--- config.mk ---
export PLATFORM = sky130hd
export DESIGN_NAME = code_patch_loader
export DESIGN_NICKNAME = d
export VERILOG_FILES = /design/src/rtl/code_patch_pkg.sv /design/src/rtl/code_patch_shreg.sv /design/src/rtl/code_patch_loader.sv
export SDC_FILE = /design/constraint.sdc
export NUM_CORES = 1
export LEC_CHECK = 0
export BUFFER_PORTS_ARGS = -buffer_cell sky130_fd_sc_hd__buf_2
export CORE_ASPECT_RATIO = 0.75
export CORE_MARGIN = 2
export CORE_UTILIZATION = 45
export CTS_BUF_LIST = sky130_fd_sc_hd__clkbuf_8 sky130_fd_sc_hd__clkbuf_16
export CTS_CLUSTER_DIAMETER = 40
export DETAILED_ROUTE_END_ITERATION = 10
export PLACE_DENSITY = 0.72
export SLEW_MARGIN = 40
export SYNTH_ARGS = -nofsm -noshare
export SYNTH_HDL_FRONTEND = slang
export SYNTH_SLANG_ARGS = --single-unit
--- constraint.sdc ---
create_clock -name clk_i -period 1.79 [get_ports clk_i]
set_clock_uncertainty 0.1 [all_clocks]
set_input_delay 0.179 -clock clk_i [delete_from_list [all_inputs] [get_ports clk_i]]
set_output_delay 0.179 -clock clk_i [all_outputs]
set_load 0.01 [all_outputs]
--- src/rtl/code_patch_pkg.sv ---
// Shared types and sizing for the code patch loader.
package code_patch_pkg;

  localparam int ENTRY_W     = 22;
  localparam int ADDR_W      = 13;
  localparam int DATA_W      = ENTRY_W - ADDR_W;
  localparam int NUM_ENTRIES = 3;

  typedef enum logic [1:0] {
    ST_IDLE    = 2'd0,
    ST_SHIFT   = 2'd1,
    ST_PRESENT = 2'd2,
    ST_DONE    = 2'd3
  } state_e;

  typedef struct packed {
    logic [ADDR_W-1:0] addr;
    logic [DATA_W-1:0] data;
  } patch_entry_t;

endpackage

--- src/rtl/code_patch_shreg.sv ---
// Serial-to-parallel shifter, MSB first, with bit counter and full flag.
// Once full, the register freezes until cleared so the assembled word can be
// presented straight from it.
module code_patch_shreg #(
  parameter int ENTRY_W = code_patch_pkg::ENTRY_W
) (
  input  logic               clk_i,
  input  logic               rst_i,
  input  logic               clr_i,
  input  logic               shift_en_i,
  input  logic               bit_i,
  output logic [ENTRY_W-1:0] data_o,
  output logic               last_o,
  output logic               full_o
);

  localparam int CNT_W = $clog2(ENTRY_W);
  localparam logic [CNT_W-1:0] CNT_LAST = CNT_W'(ENTRY_W - 1);

  logic [ENTRY_W-1:0] data_q, data_d;
  logic [CNT_W-1:0]   cnt_q, cnt_d;
  logic               full_q, full_d;
  logic               shift_ok;

  assign shift_ok = shift_en_i & ~full_q & ~clr_i;
  assign last_o   = shift_ok & (cnt_q == CNT_LAST);
  assign data_o   = data_q;
  assign full_o   = full_q;

  // Next-state: clear wins, otherwise shift one bit and count it.
  always_comb begin
    data_d = data_q;
    cnt_d  = cnt_q;
    full_d = full_q;
    if (clr_i) begin
      data_d = '0;
      cnt_d  = '0;
      full_d = 1'b0;
    end else if (shift_ok) begin
      data_d = {data_q[ENTRY_W-2:0], bit_i};
      if (cnt_q == CNT_LAST) begin
        cnt_d  = '0;
        full_d = 1'b1;
      end else begin
        cnt_d = cnt_q + 1'b1;
      end
    end
  end

  // State registers with synchronous reset.
  always_ff @(posedge clk_i) begin
    if (rst_i) begin
      data_q <= '0;
      cnt_q  <= '0;
      full_q <= 1'b0;
    end else begin
      data_q <= data_d;
      cnt_q  <= cnt_d;
      full_q <= full_d;
    end
  end

endmodule

--- src/rtl/code_patch_loader.sv ---
// Loads NUM_ENTRIES serial patch entries and hands each to the patch core
// through a valid/ready handshake.
//
// state      | meaning
// IDLE       | waiting for load enable; shifter held clear
// SHIFT      | collecting serial bits of entry idx
// PRESENT    | entry idx on entry_o, waiting for ready
// DONE       | all entries accepted; held until enable drops
module code_patch_loader #(
  parameter int ENTRY_W     = code_patch_pkg::ENTRY_W,
  parameter int ADDR_W      = code_patch_pkg::ADDR_W,
  parameter int NUM_ENTRIES = code_patch_pkg::NUM_ENTRIES
) (
  input  logic               clk_i,
  input  logic               rst_i,
  input  logic               cfg_pat_gen_i,
  input  logic               si_data_i,
  input  logic               si_valid_i,
  input  logic               entry_ready_i,
  output logic [ENTRY_W-1:0] entry_o,
  output logic [1:0]         entry_idx_o,
  output logic               entry_valid_o,
  output logic               load_done_o,
  output logic               overrun_o
);

  import code_patch_pkg::*;

  localparam int LDR_DATA_W = ENTRY_W - ADDR_W;
  localparam logic [1:0] IDX_LAST = 2'(NUM_ENTRIES - 1);

  state_e             state_q;
  logic [1:0]         idx_q;
  logic               valid_q;
  logic               done_q;
  logic               ovr_q;

  logic               shift_en;
  logic               accept;
  logic               shreg_clr;
  logic               shreg_last;
  logic               shreg_full;
  logic [ENTRY_W-1:0] shreg_data;

  assign shift_en  = cfg_pat_gen_i & (state_q == ST_SHIFT) & si_valid_i;
  assign accept    = (state_q == ST_PRESENT) & valid_q & entry_ready_i;
  // Clearing on accept means bits dropped during PRESENT never leak into
  // the next entry; clearing in IDLE guarantees each load starts at bit 0.
  assign shreg_clr = ~cfg_pat_gen_i | (state_q == ST_IDLE) | accept;

  code_patch_shreg #(
    .ENTRY_W (ENTRY_W)
  ) u_shreg (
    .clk_i      (clk_i),
    .rst_i      (rst_i),
    .clr_i      (shreg_clr),
    .shift_en_i (shift_en),
    .bit_i      (si_data_i),
    .data_o     (shreg_data),
    .last_o     (shreg_last),
    .full_o     (shreg_full)
  );

  // The shifter freezes when full, so it doubles as the presented entry.
  assign entry_o       = {shreg_data[ENTRY_W-1 -: ADDR_W], shreg_data[LDR_DATA_W-1:0]};
  assign entry_idx_o   = idx_q;
  assign entry_valid_o = valid_q & shreg_full;
  assign load_done_o   = done_q;
  assign overrun_o     = ovr_q;

  // Load sequencing FSM with registered handshake and status flags.
  always_ff @(posedge clk_i) begin
    if (rst_i) begin
      state_q <= ST_IDLE;
      idx_q   <= '0;
      valid_q <= 1'b0;
      done_q  <= 1'b0;
      ovr_q   <= 1'b0;
    end else begin
      if (state_q == ST_PRESENT && si_valid_i) begin
        ovr_q <= 1'b1;
      end
      if (!cfg_pat_gen_i) begin
        state_q <= ST_IDLE;
        idx_q   <= '0;
        valid_q <= 1'b0;
        done_q  <= 1'b0;
      end else begin
        case (state_q)
          ST_IDLE: begin
            state_q <= ST_SHIFT;
            idx_q   <= '0;
          end
          ST_SHIFT: begin
            if (shreg_last) begin
              state_q <= ST_PRESENT;
              valid_q <= 1'b1;
            end
          end
          ST_PRESENT: begin
            if (accept) begin
              valid_q <= 1'b0;
              if (idx_q == IDX_LAST) begin
                state_q <= ST_DONE;
                done_q  <= 1'b1;
              end else begin
                idx_q   <= idx_q + 1'b1;
                state_q <= ST_SHIFT;
              end
            end
          end
          ST_DONE: begin
            state_q <= ST_DONE;
          end
          default: begin
            state_q <= ST_IDLE;
          end
        endcase
      end
    end
  end

endmodule

### After elaboration in Yosys (flattened, before gate mapping)

Index checks and enable logic that the tools add are counted.

| word-level totals | value |
|---|---|
| register bits | 35 |
| bits in latches | 0 |
| bits in writable memories | 0 |
| ROM bits | 0 |
| output and inout port bits | 27 |
| logic and storage cells | 53 |
| memories | 0 |

| cells by class | value |
|---|---|
| $add $sub $neg | 2 |
| multiply operators | 0 |
| divide/modulo/power cells | 0 |
| order comparisons | 0 |
| equal/unequal tests | 8 |
| shifts and indexed selects | 0 |
| mux-type cells | 11 |
| bitwise gates (word level) | 13 |
| reductions and logical operators | 11 |

Operators with widths:

| cell | number |
|---|---|
| $mux W2 | 5 |
| $reduce_and A3 Y1 | 3 |
| $and A1 B1 Y1 | 8 |
| $pmux W2 S4 | 1 |
| $eq A2 B2 Y1 const B | 3 |
| $ne A2 B2 Y1 const B | 3 |
| $add A5 B1 Y5 const B | 1 |
| $eq A5 B5 Y1 const B | 1 |
| $mux W5 | 1 |
| $pmux W2 S2 | 1 |
| $reduce_and A2 Y1 | 2 |
| $reduce_bool A2 Y1 | 2 |
| $reduce_or A2 Y1 | 2 |
| $not A1 Y1 | 3 |
| $add A2 B1 Y2 const B | 1 |
| $eq A2 B1 Y1 const B | 1 |
| $logic_not A2 Y1 | 1 |
| $mux W1 | 2 |
| $or A1 B1 Y1 | 2 |
| $pmux W1 S2 | 1 |
| $logic_and A1 B1 Y1 | 1 |

### Depth between registers and ports, before layout

| depth | value |
|---|---|
| depth in word-level cells | 9 |
| mapped depth | 7 |
| gate-level depth less buffers | 6 |

### Hierarchy

From an unflattened synthesis, not the netlist that was laid out.

| unflattened totals | value |
|---|---|
| cell total of the unflattened synthesis | 174 |
| area, all modules | 1,425.1 um2 |

By module, submodules not included:

| module | instances | cells each | area an instance (um2) | sequential area each (um2) |
|---|---|---|---|---|
| code_patch_shreg | 1 | 134 | 1,079.8 | 560.5 |
| code_patch_loader | 1 | 40 | 345.3 | 140.1 |

### Worst setup path before layout

No wires, ideal clock.

| timing | value |
|---|---|
| kind | register to register |
| from | reg state_q[1] |
| to | reg u_shreg.cnt_q[3] |
| library setup time | 70 ps |
| arrival time | 1,499 ps |
| required time | 1,620 ps |
| path slack | 121 ps |
| stages on the path, launching flop included | 5 |
| path buffers | 0 |
| period minus slack after synthesis | 1,669 ps |
| cells stage by stage | dfxtp_1 -> nand2b_2 -> or3_4 -> or4_1 -> a21oi_1 |

| on the way | value |
|---|---|
| cells in the longest elaborated chain, start to end | 6 |
| elaborated cells on any way between the ends | 13 |
| those cells by class | 2 x eq/ne; 9 x bitwise; 2 x reduce/logical |

RTL lines:

| element | RTL line | RTL |
|---|---|---|
| start: declaration | code_patch_loader.sv:32 | `state_e state_q;` |
| start signal: assignment | code_patch_loader.sv:74 | `state_q <= ST_IDLE;` |
| start signal: assignment | code_patch_loader.sv:84 | `state_q <= ST_IDLE;` |
| start signal: assignment | code_patch_loader.sv:91 | `state_q <= ST_SHIFT;` |
| $eq A2 B2 Y1 | code_patch_loader.sv:46 | `assign accept = (state_q == ST_PRESENT) & valid_q & entry_ready_i;` |
| $and A1 B1 Y1 (2 in a row) | code_patch_loader.sv:46 |  |
| $or A1 B1 Y1 | code_patch_loader.sv:49 | `assign shreg_clr = ~cfg_pat_gen_i \| (state_q == ST_IDLE) \| accept;` |
| $not A1 Y1 | code_patch_shreg.sv:25 | `assign shift_ok = shift_en_i & ~full_q & ~clr_i;` |
| $and A1 B1 Y1 | code_patch_shreg.sv:25 |  |
| end signal: assignment | code_patch_shreg.sv:58 | `cnt_q <= cnt_d;` |
| end: declaration | code_patch_shreg.sv:21 | `logic [CNT_W-1:0] cnt_q, cnt_d;` |

Parallel ways exist; a longest one is shown, timed or not.
A chain may end at the register's enable or synchronous reset.

### Final worst setup path

Same ends and word-level chain as after synthesis.

==> metrics <==
number of vias per cell=5.01; Yosys reg bits=35; vias in the first global route=1116; Distinct cells, synth=29; RD Place Congestion=0.774; initial antenna violation count=0; dpl hpwl=2040 um; Slew Viols, Final=0; htree depth=2; die area=3500 sq um; Synth top area share=51.3%; register area share after synthesis=51.3%; DR pass1 iterations=4; most common cell after layout, fill and taps aside=nand2_1; HP Start=si_data_i; Setup Total Neg Slack=0 ns; pre-CTS setup slack=0.0531 ns; reg2reg path depth=4; area leader, netlist=dfxtp_1; peak supply drop=0.000451 V; I/O Buffers=32; FF-to-FF End=u_shreg.cnt_q[3]; Mapped Avg Cell Area=8.08 sq um; CTS buffer count=5; Final #Nets=216; Final period util=94.9%; die height=51.7 um; Worst EP required=1.91 ns; routed vias=1233; Final Hold Fails=0; Hold Path End=u_shreg.data_o[0]; hold path cells=3; 1st-iter DRT viols=75; Warnings, synthesis=0; Longest Clk Path Bufs=2; RSZ-0062 raised after global routing=no; cell area after synthesis=1370 sq um; post-layout min period=1.70 ns; net count after synthesis=178; wire length of the first global-routing pass=4640 um; CP endpoint kind=flop; Max-Cap Viols=0; Critical Path Source Type=flop; Slew @ Worst Pin=0.360 ns; crit-path max FO=10; largest net degree at the start of global routing=23; fmax=589 MHz; total global routing overflow=0; FF-to-FF Start=state_q[1]; area growth from synthesis to layout=23.7%; status=complete, no violations; I/O pin count=33; Die W=67.6 um; Syn Inst Count=169; worst hold path type=input pin to flop; Sink Count=35; Power Density=803 nW/um^2; Residual DRC=0; fin worst setup slack=0.0913 ns; top area cells in the synthesized netlist=dfxtp_1, nand2_1, a21oi_1, ha_1, nor2_1; Antenna Cells=0; crit path launch=state_q[1]; Max transition margin=75.9%; clock transition at the registers of the reported paths=0.07 ns; Final ANT Viol Nets=0; Core Rows=17; leakage power=0.642 nW; Initial Utilization=46.9%; overall routing resource usage=18.1%; clk_lat worst skew=0.28 ns; core area=2910 sq um; Routed WL=2810 um; WP data arrival=1.82 ns; drt wl/cell=11.4 um; CTS tree=yes; R2R setup slack=0.09 ns; most frequent cells in the layout=nand2_1, dfxtp_1, a21oi_1; critical path start-end classification=flop to flop; root buffer cell=clkbuf_8; layout cells sized above 1=24.0%; Final setup viols=0
[stage by stage]
| stage | utilization [%] | hold slack (ns) | std cells | power [mW] | area, sq um |
|---|---|---|---|---|---|
| floorplan | - | 0.151 | 169 | 0.820 | 1370 |
| detailed placement | 54.7 | 0.257 | 237 | 0.837 | 1600 |
| finish | 58.0 | 0.0274 | 246 | 1.36 | 1690 |
| global placement | 54.7 | 0.246 | 237 | 0.836 | 1600 |
| global route | 58.0 | 0.0501 | 246 | 1.41 | 1690 |
| CTS | 58.0 | 0.0236 | 246 | 1.37 | 1690 |
[worst max-delay path, stage by stage (launching register included)]
cell and delay [ns]:
dfxtp_1 0.31, nand2b_2 0.18, or3_4 0.39, or4_1 0.51
a21oi_1 0.15
[cell usage after synthesis]
| cell | number |
|---|---|
| a211oi_1 | 1 |
| a21boi_0 | 1 |
| a21o_1 | 1 |
| a21oi_1 | 33 |
| a221oi_1 | 1 |
| a32o_1 | 1 |
| and2_1 | 1 |
| and2b_1 | 1 |
| and4b_1 | 1 |
| buf_1 | 2 |
| buf_2 | 1 |
| clkbuf_1 | 6 |
| dfxtp_1 | 35 |
| ha_1 | 3 |
| inv_1 | 3 |
| nand2_1 | 49 |
| nand2b_1 | 2 |
| nand2b_2 | 1 |
| nand3_1 | 2 |
| nand3b_1 | 1 |
| nor2_1 | 7 |
| nor2b_1 | 1 |
| nor3_1 | 2 |
| nor3_2 | 1 |
| o21ai_0 | 5 |
| o21bai_1 | 1 |
| or3_1 | 4 |
| or3_4 | 1 |
| or4_1 | 1 |
[flip-flops by register name, indices dropped and copies added (netlist names)]
signal / flops
u_shreg.full_o: 1
state_q: 2
valid_q: 1
load_done_o: 1
u_shreg.data_o: 22
overrun_o: 1
u_shreg.cnt_q: 5
entry_idx_o: 2
[how the worst max path moves through the flow]
stage                                  end  cells past startpoint  slack [ns]
after floorplan           u_shreg.cnt_q[3]                      4        0.12
after global placement    u_shreg.cnt_q[3]                      4        0.10
after detailed placement  u_shreg.cnt_q[3]                      4        0.05
after CTS                 u_shreg.cnt_q[3]                      4        0.05
after global routing      u_shreg.cnt_q[3]                      5       0.005
final                     u_shreg.cnt_q[3]                      4        0.09
[repair_timing]
item	CTS	global route
hold endpoints to repair	1	0
hold buffers	1	0
endpoints found under the setup margin	0	1
resized for setup	0	0
setup buffers	0	0
[layout make-up]
cell class	count	area (sq um)
Fill cell	268	1220
Timing Repair Buffer	40	223
Clock inverter	3	16.3
Tap cell	38	47.5
Multi-Input combinational cell	122	623
Clock buffer	5	68.8
Sequential cell	35	701
Inverter	3	11.3
[kinds of logic (layout without fill, tap and decap cells)]
family,count (synthesis),after routing,share of synthesized area (%)
simple gates,75,75,25.1
compound gates,44,44,17.5
flops,35,35,51.3
buf+inv,12,51,3.39
fa+ha+maj,3,3,2.75
[report_power, final]
| part | switching, mW | internal [mW] | total, mW | leakage (nW) |
|---|---|---|---|---|
| sequential | 0.000866 | 0.780 | 0.781 | 0.282 |
| clock | 0.270 | 0.266 | 0.536 | 0.0453 |
| combinational | 0.0245 | 0.0160 | 0.0405 | 0.315 |
[routing by layer]
layer	part of all wire (%)	vias to the layer above	GRT usage [%]
met5	0	-	0
met4	1.1	0	9.18
met3	5.6	4	5.84
met2	47	26	29.1
met1	46	561	21.6
li1	-	642	-
Note: power is estimated with default switching activity, not from simulation.
